--- src/rtl/tvip_reset_gen_if.sv ---
// Request/acknowledge and status bundle between the test sequence and the reset generator.
interface tvip_reset_gen_if;
  logic       reset_request;
  logic [7:0] reset_cycles;
  logic       reset_ack;
  logic       reset_n_out;
  logic       busy;
  logic [7:0] reset_count;

  modport master (
    output reset_request, reset_cycles,
    input  reset_ack, reset_n_out, busy, reset_count
  );

  modport slave (
    input  reset_request, reset_cycles,
    output reset_ack, reset_n_out, busy, reset_count
  );
endinterface

--- src/rtl/tvip_reset_gen.sv ---
// Clock-aligned reset generator: synchronizes raw rst_n, stretches the output reset,
// and services run-time reset requests with an ack and a saturating completion count.
module tvip_reset_gen #(
  parameter int unsigned SYNC_STAGES = 2,
  parameter int unsigned HOLD_CYCLES = 16
) (
  input  logic             clk,
  input  logic             rst_n,
  tvip_reset_gen_if.slave  bus
);

  localparam int unsigned CNT_W   = 8;
  localparam logic [CNT_W-1:0] DEF_LEN = CNT_W'(HOLD_CYCLES);
  localparam logic [CNT_W-1:0] CNT_MAX = '1;

  typedef enum logic [1:0] {SYNC, HOLD, RUN} state_t;

  state_t                 state_q;
  logic [SYNC_STAGES-1:0] sync_q;
  logic [SYNC_STAGES-1:0] sync_next;
  logic [CNT_W-1:0]       cnt_q;
  logic [CNT_W-1:0]       len_q;
  logic                   from_req_q;
  logic                   reset_n_q;
  logic                   busy_q;
  logic                   ack_q;
  logic [CNT_W-1:0]       count_q;

  assign sync_next = {sync_q[SYNC_STAGES-2:0], 1'b1};

  always_ff @(posedge clk or negedge rst_n) begin
    if (!rst_n) begin
      state_q    <= SYNC;
      sync_q     <= '0;
      cnt_q      <= '0;
      len_q      <= DEF_LEN;
      from_req_q <= 1'b0;
      reset_n_q  <= 1'b0;
      busy_q     <= 1'b1;
      ack_q      <= 1'b0;
      count_q    <= '0;
    end else begin
      ack_q <= 1'b0;
      case (state_q)
        SYNC: begin
          sync_q <= sync_next;
          if (sync_next[SYNC_STAGES-1]) begin
            state_q    <= HOLD;
            len_q      <= DEF_LEN;
            cnt_q      <= '0;
            from_req_q <= 1'b0;
          end
        end
        HOLD: begin
          if (cnt_q == len_q - CNT_W'(1)) begin
            state_q   <= RUN;
            reset_n_q <= 1'b1;
            busy_q    <= 1'b0;
            cnt_q     <= '0;
            // Only request-initiated holds are counted; power-on holds are not.
            if (from_req_q && (count_q != CNT_MAX)) begin
              count_q <= count_q + CNT_W'(1);
            end
          end else begin
            cnt_q <= cnt_q + CNT_W'(1);
          end
        end
        RUN: begin
          if (bus.reset_request) begin
            state_q    <= HOLD;
            len_q      <= (bus.reset_cycles == '0) ? DEF_LEN : bus.reset_cycles;
            cnt_q      <= '0;
            from_req_q <= 1'b1;
            reset_n_q  <= 1'b0;
            busy_q     <= 1'b1;
            ack_q      <= 1'b1;
          end
        end
        default: state_q <= SYNC;
      endcase
    end
  end

  assign bus.reset_ack   = ack_q;
  assign bus.reset_n_out = reset_n_q;
  assign bus.busy        = busy_q;
  assign bus.reset_count = count_q;

endmodule
--- src/flat_wrapper.sv ---
// flat-port wrapper written by rule: the top's interface ports become plain ports
module tvip_reset_gen_flat 
#(
  parameter int unsigned SYNC_STAGES = 2,
  parameter int unsigned HOLD_CYCLES = 16
)
  (clk, rst_n, bus_reset_request, bus_reset_cycles, bus_reset_ack, bus_reset_n_out, bus_busy, bus_reset_count);
  tvip_reset_gen_if bus_i ();
  input  logic clk;
  input  logic rst_n;
  input wire logic [$bits(bus_i.reset_request)-1:0] bus_reset_request;
  input wire logic [$bits(bus_i.reset_cycles)-1:0] bus_reset_cycles;
  output wire logic [$bits(bus_i.reset_ack)-1:0] bus_reset_ack;
  output wire logic [$bits(bus_i.reset_n_out)-1:0] bus_reset_n_out;
  output wire logic [$bits(bus_i.busy)-1:0] bus_busy;
  output wire logic [$bits(bus_i.reset_count)-1:0] bus_reset_count;
  assign bus_i.reset_request = bus_reset_request;
  assign bus_i.reset_cycles = bus_reset_cycles;
  assign bus_reset_ack = bus_i.reset_ack;
  assign bus_reset_n_out = bus_i.reset_n_out;
  assign bus_busy = bus_i.busy;
  assign bus_reset_count = bus_i.reset_count;
  tvip_reset_gen #(.SYNC_STAGES(SYNC_STAGES), .HOLD_CYCLES(HOLD_CYCLES)) u_core (.clk(clk), .rst_n(rst_n), .bus(bus_i));
endmodule
--- config.mk ---
export PLATFORM = sky130hd
export DESIGN_NAME = tvip_reset_gen_flat
export DESIGN_NICKNAME = d
export VERILOG_FILES = /design/src/rtl/tvip_reset_gen_if.sv /design/src/rtl/tvip_reset_gen.sv /design/src/flat_wrapper.sv
export SDC_FILE = /design/constraint.sdc
export NUM_CORES = 1
export LEC_CHECK = 0
export ABC_CLOCK_PERIOD_IN_PS = 3000
export BUFFER_PORTS_ARGS = -buffer_cell sky130_fd_sc_hd__buf_2
export CORE_ASPECT_RATIO = 0.6
export CORE_UTILIZATION = 50
export CTS_CLUSTER_SIZE = 16
export DETAILED_ROUTE_END_ITERATION = 10
export PLACE_DENSITY = 0.81
export RECOVER_POWER = 100
export REMOVE_ABC_BUFFERS = 1
export SYNTH_ARGS = -nofsm -noshare
export SYNTH_HDL_FRONTEND = slang
export SYNTH_SLANG_ARGS = --single-unit
--- constraint.sdc ---
create_clock -name clk -period 3 [get_ports clk]
set_input_delay 0 -clock clk [delete_from_list [all_inputs] [get_ports clk]]
set_output_delay 0 -clock clk [all_outputs]
set_load 0.01 [all_outputs]
==> impl_metrics.tcl <==
set metrics [dict create \
    clock-sinks 31 \
    die_x_um 77.54 \
    grt_pass1_vias 1312 \
    yosysTopAreaCell "dfrtp_1" \
    mostFrequentLayoutCell "dfrtp_1" \
    antenna_found_initial 0 \
    rows 16 \
    cts_resized 0 \
    synthFlopType "dfrtp_1" \
    arrival_ps 2850 \
    seq_power_share_pct 40.5 \
    p_comb_share_pct 29.0 \
    fin_nets 229 \
    status "finished, violations left" \
    power.density_nw_per_um2 686.1 \
    fillCellCount 266 \
    grt_pass1_wl_mm 6.568 \
    yosysTopAreaCellShare_pct 42.40 \
    cts_tree "yes" \
    drv_slew 32 \
    worstReg2RegEnd "u_core.cnt_q[0]" \
    io_pins 22 \
    first_pass_iters 4 \
    ys_seq_elements 31 \
    fin_crit_ps 2702 \
    cts_max_level 2 \
    synth_edf_count 0 \
    vdd_ir_drop_max_mv 0.3985 \
    hold-path-cell-count 3 \
    cp_top_family "simple AND/OR/NAND/NOR gates" \
    syn2layout_area_growth_pct 20.54 \
    num_vias 1497 \
    cp-start-kind "flop" \
    clkPwrFrac_pct 30.4 \
    yosysWarnings 0 \
    rsz0062_at_grt "no" \
    whs_endpoint "u_core.state_q[1]" \
    postCtsSetupRepairBufs 0 \
    avgSynthCellArea_um2 9.616 \
    p_sw_share_pct 35.70 \
    place_congestion 0.8330 \
    layout_common_cells "29 x dfrtp_1, 20 x nand2_1, 13 x xor2_1, 13 x clkbuf_1, 11 x dlygate4sd3_1" \
    wirelength_mm 4.063 \
    cpMaxStageDelayCell "or4_1" \
    numCtsBuffers 5 \
    min_period_over_period_pct 90.05 \
    cts_hold_buf 11 \
    finalHoldViolCount 0 \
    crit_chain "or4_1 > nor4_1 > a311o_2 > o211ai_2 > o21ai_1 > clkbuf_1 > o21ai_0" \
    grt_overflow 0 \
    syn_area_um2 1712 \
    r2r-start "u_core.len_q[0]" \
    setup_violations 0 \
    io_buffers 21 \
    critPathMaxStageDelay_ps 620 \
    async_flop_share_pct 100.0 \
    finClkSkew_ps 4.500 \
    cp_num_cells 7 \
    remaining_drc_errors 0 \
    ff2ff_path_depth 7 \
    initial_core_util_pct 52.45 \
    dr.first_iter.drc_count 144 \
    end_kind "flop" \
    ant_nets 0 \
    hold_ws_ps 455.1 \
    fin_setup_tns_ps 0 \
    cts.path.max_buffers 2 \
    max_cap_violations 1 \
    dp_hpwl_mm 2.593 \
    drt-vias-per-instance 5.736 \
    rrSetupSlack_ps 300 \
    violations "capacitance limit, slew limit" \
    max_slew_margin_pct -10.84 \
    syn_inst 178 \
    fmax_mhz 370.1 \
    leakage_nw 0.9246 \
    design.die.area_um2 3669 \
    crit_required_ps 3150 \
    wl_per_cell_um 15.57 \
    drive_above_1_share_pct 13.89 \
    core-area_um2 3263 \
    worstHoldStart "bus_reset_request" \
    grt_max_degree 32 \
    power_switching_mw 0.5054 \
    netlist_top_cells_area "dfrtp_1 42%, xor2_1 6.7%, nand2_1 4.4%" \
    root_buffer "clkbuf_8" \
    yosysSeqAreaShare_pct 45.47 \
    clk_latency_ps 290 \
    worst_slew_pin_slew_ps 1663 \
    p_int_mw 0.9102 \
    critPathBufInv 1 \
    die_h_um 47.32 \
    critPathMaxFanout 9 \
    cts.clk_slew.worst_paths_ps 70 \
    yosysUniqueCellTypes 44 \
    hold_class "input pin to flop" \
    critPathKind "flop to flop" \
    n_antenna_cell 0 \
    grtUsageTotal_pct 24.59 \
]
[metrics by stage]
stage	utilization (%)	power, mW	setup WS (ps)	instance area [um2]	cells
6_report	63.23	1.416	298.4	2063	261
5_1_grt	63.23	1.489	150.5	2063	261
4_1_cts	64.15	1.426	466.4	2093	261
3_5_place_dp	57.17	0.9838	484.4	1866	242
3_3_place_gp	57.17	0.9677	632.3	1866	242
2_1_floorplan	-	0.8226	697.3	1674	172
[synthesized netlist by cell type (all sizes together) (2+ instances only)]
library cell,number
a22o,7
and3,2
buf,3
clkbuf,3
dfrtp,29
dfstp,2
ha,3
inv,9
nand2,20
nand2b,2
nand3,7
nand3b,2
nand4,6
nor2,10
nor2b,2
nor3,8
nor4,5
o211ai,8
o21ai,11
o311ai,2
or2,5
xnor2,3
xor2,13
[worst register-to-register path: cells and delay by family, from the launching register on]
family | cells | cell delay, ps
flops | 1 | 470
simple gates | 2 | 920
buf+inv | 1 | 260
compound gates | 4 | 920
[sequential cells by signal, indices dropped and copies added, names as in the netlist]
signal and flops:
u_core.bus.reset_count 8, u_core.cnt_q 8, u_core.len_q 8, u_core.state_q 2
u_core.bus.busy 1, u_core.bus.reset_ack 1, u_core.bus.reset_n_out 1, u_core.from_req_q 1
u_core.sync_q 1
[logic make-up after synthesis]
logic type,share of synthesized area (%)
adder cells (fa/ha/maj),2.193
flip-flops,45.47
AO/OA/AOI/OAI,15.28
multiplexers,1.243
AND/OR/NAND/NOR,23.47
XOR/XNOR,8.187
buffers and inverters,4.166
[metal layers]
| metal | global-route usage (%) | part of all wire (%) | wire (um) |
|---|---|---|---|
| met1 | 34.18 | 48 | 1935 |
| met2 | 35.75 | 44 | 1805 |
| met3 | 7.573 | 5.9 | 240 |
| met4 | 11.32 | 2.0 | 81 |
| met5 | 0 | 0 | 0 |
[area by class of cell]
| type | instances | area, um2 | share of cell area (%) |
|---|---|---|---|
| Clock inverter | 2 | 35.03 | 1.698 |
| Multi-Input combinational cell | 132 | 853.3 | 41.36 |
| Timing Repair Buffer | 36 | 224.0 | 10.86 |
| Tap cell | 45 | 56.30 | 2.729 |
| Inverter | 9 | 33.78 | 1.637 |
| Sequential cell | 31 | 778.2 | 37.72 |
| Clock buffer | 6 | 82.58 | 4.002 |
[worst max-delay path by stage]
| stage | startpoint | end | slack (ps) |
|---|---|---|---|
| floorplan | u_core.len_q[0] | u_core.bus.reset_count[1] | 700 |
| global placement | u_core.len_q[0] | u_core.cnt_q[2] | 630 |
| detailed placement | u_core.len_q[0] | u_core.cnt_q[2] | 480 |
| global route | u_core.len_q[0] | u_core.cnt_q[0] | 150 |
| CTS | u_core.len_q[0] | u_core.cnt_q[2] | 470 |
| finish | u_core.len_q[0] | u_core.cnt_q[0] | 300 |
[power by group through the flow]
| stage | Sequential, mW | Clock, mW | Combinational (mW) |
|---|---|---|---|
| CTS | 0.570 | 0.435 | 0.421 |
| floorplan | 0.564 | 0 | 0.259 |
| global route | 0.584 | 0.448 | 0.457 |
| finish | 0.574 | 0.431 | 0.411 |
| global placement | 0.574 | 0 | 0.394 |
| detailed placement | 0.575 | 0 | 0.409 |
(Power assumes the default switching activity.)
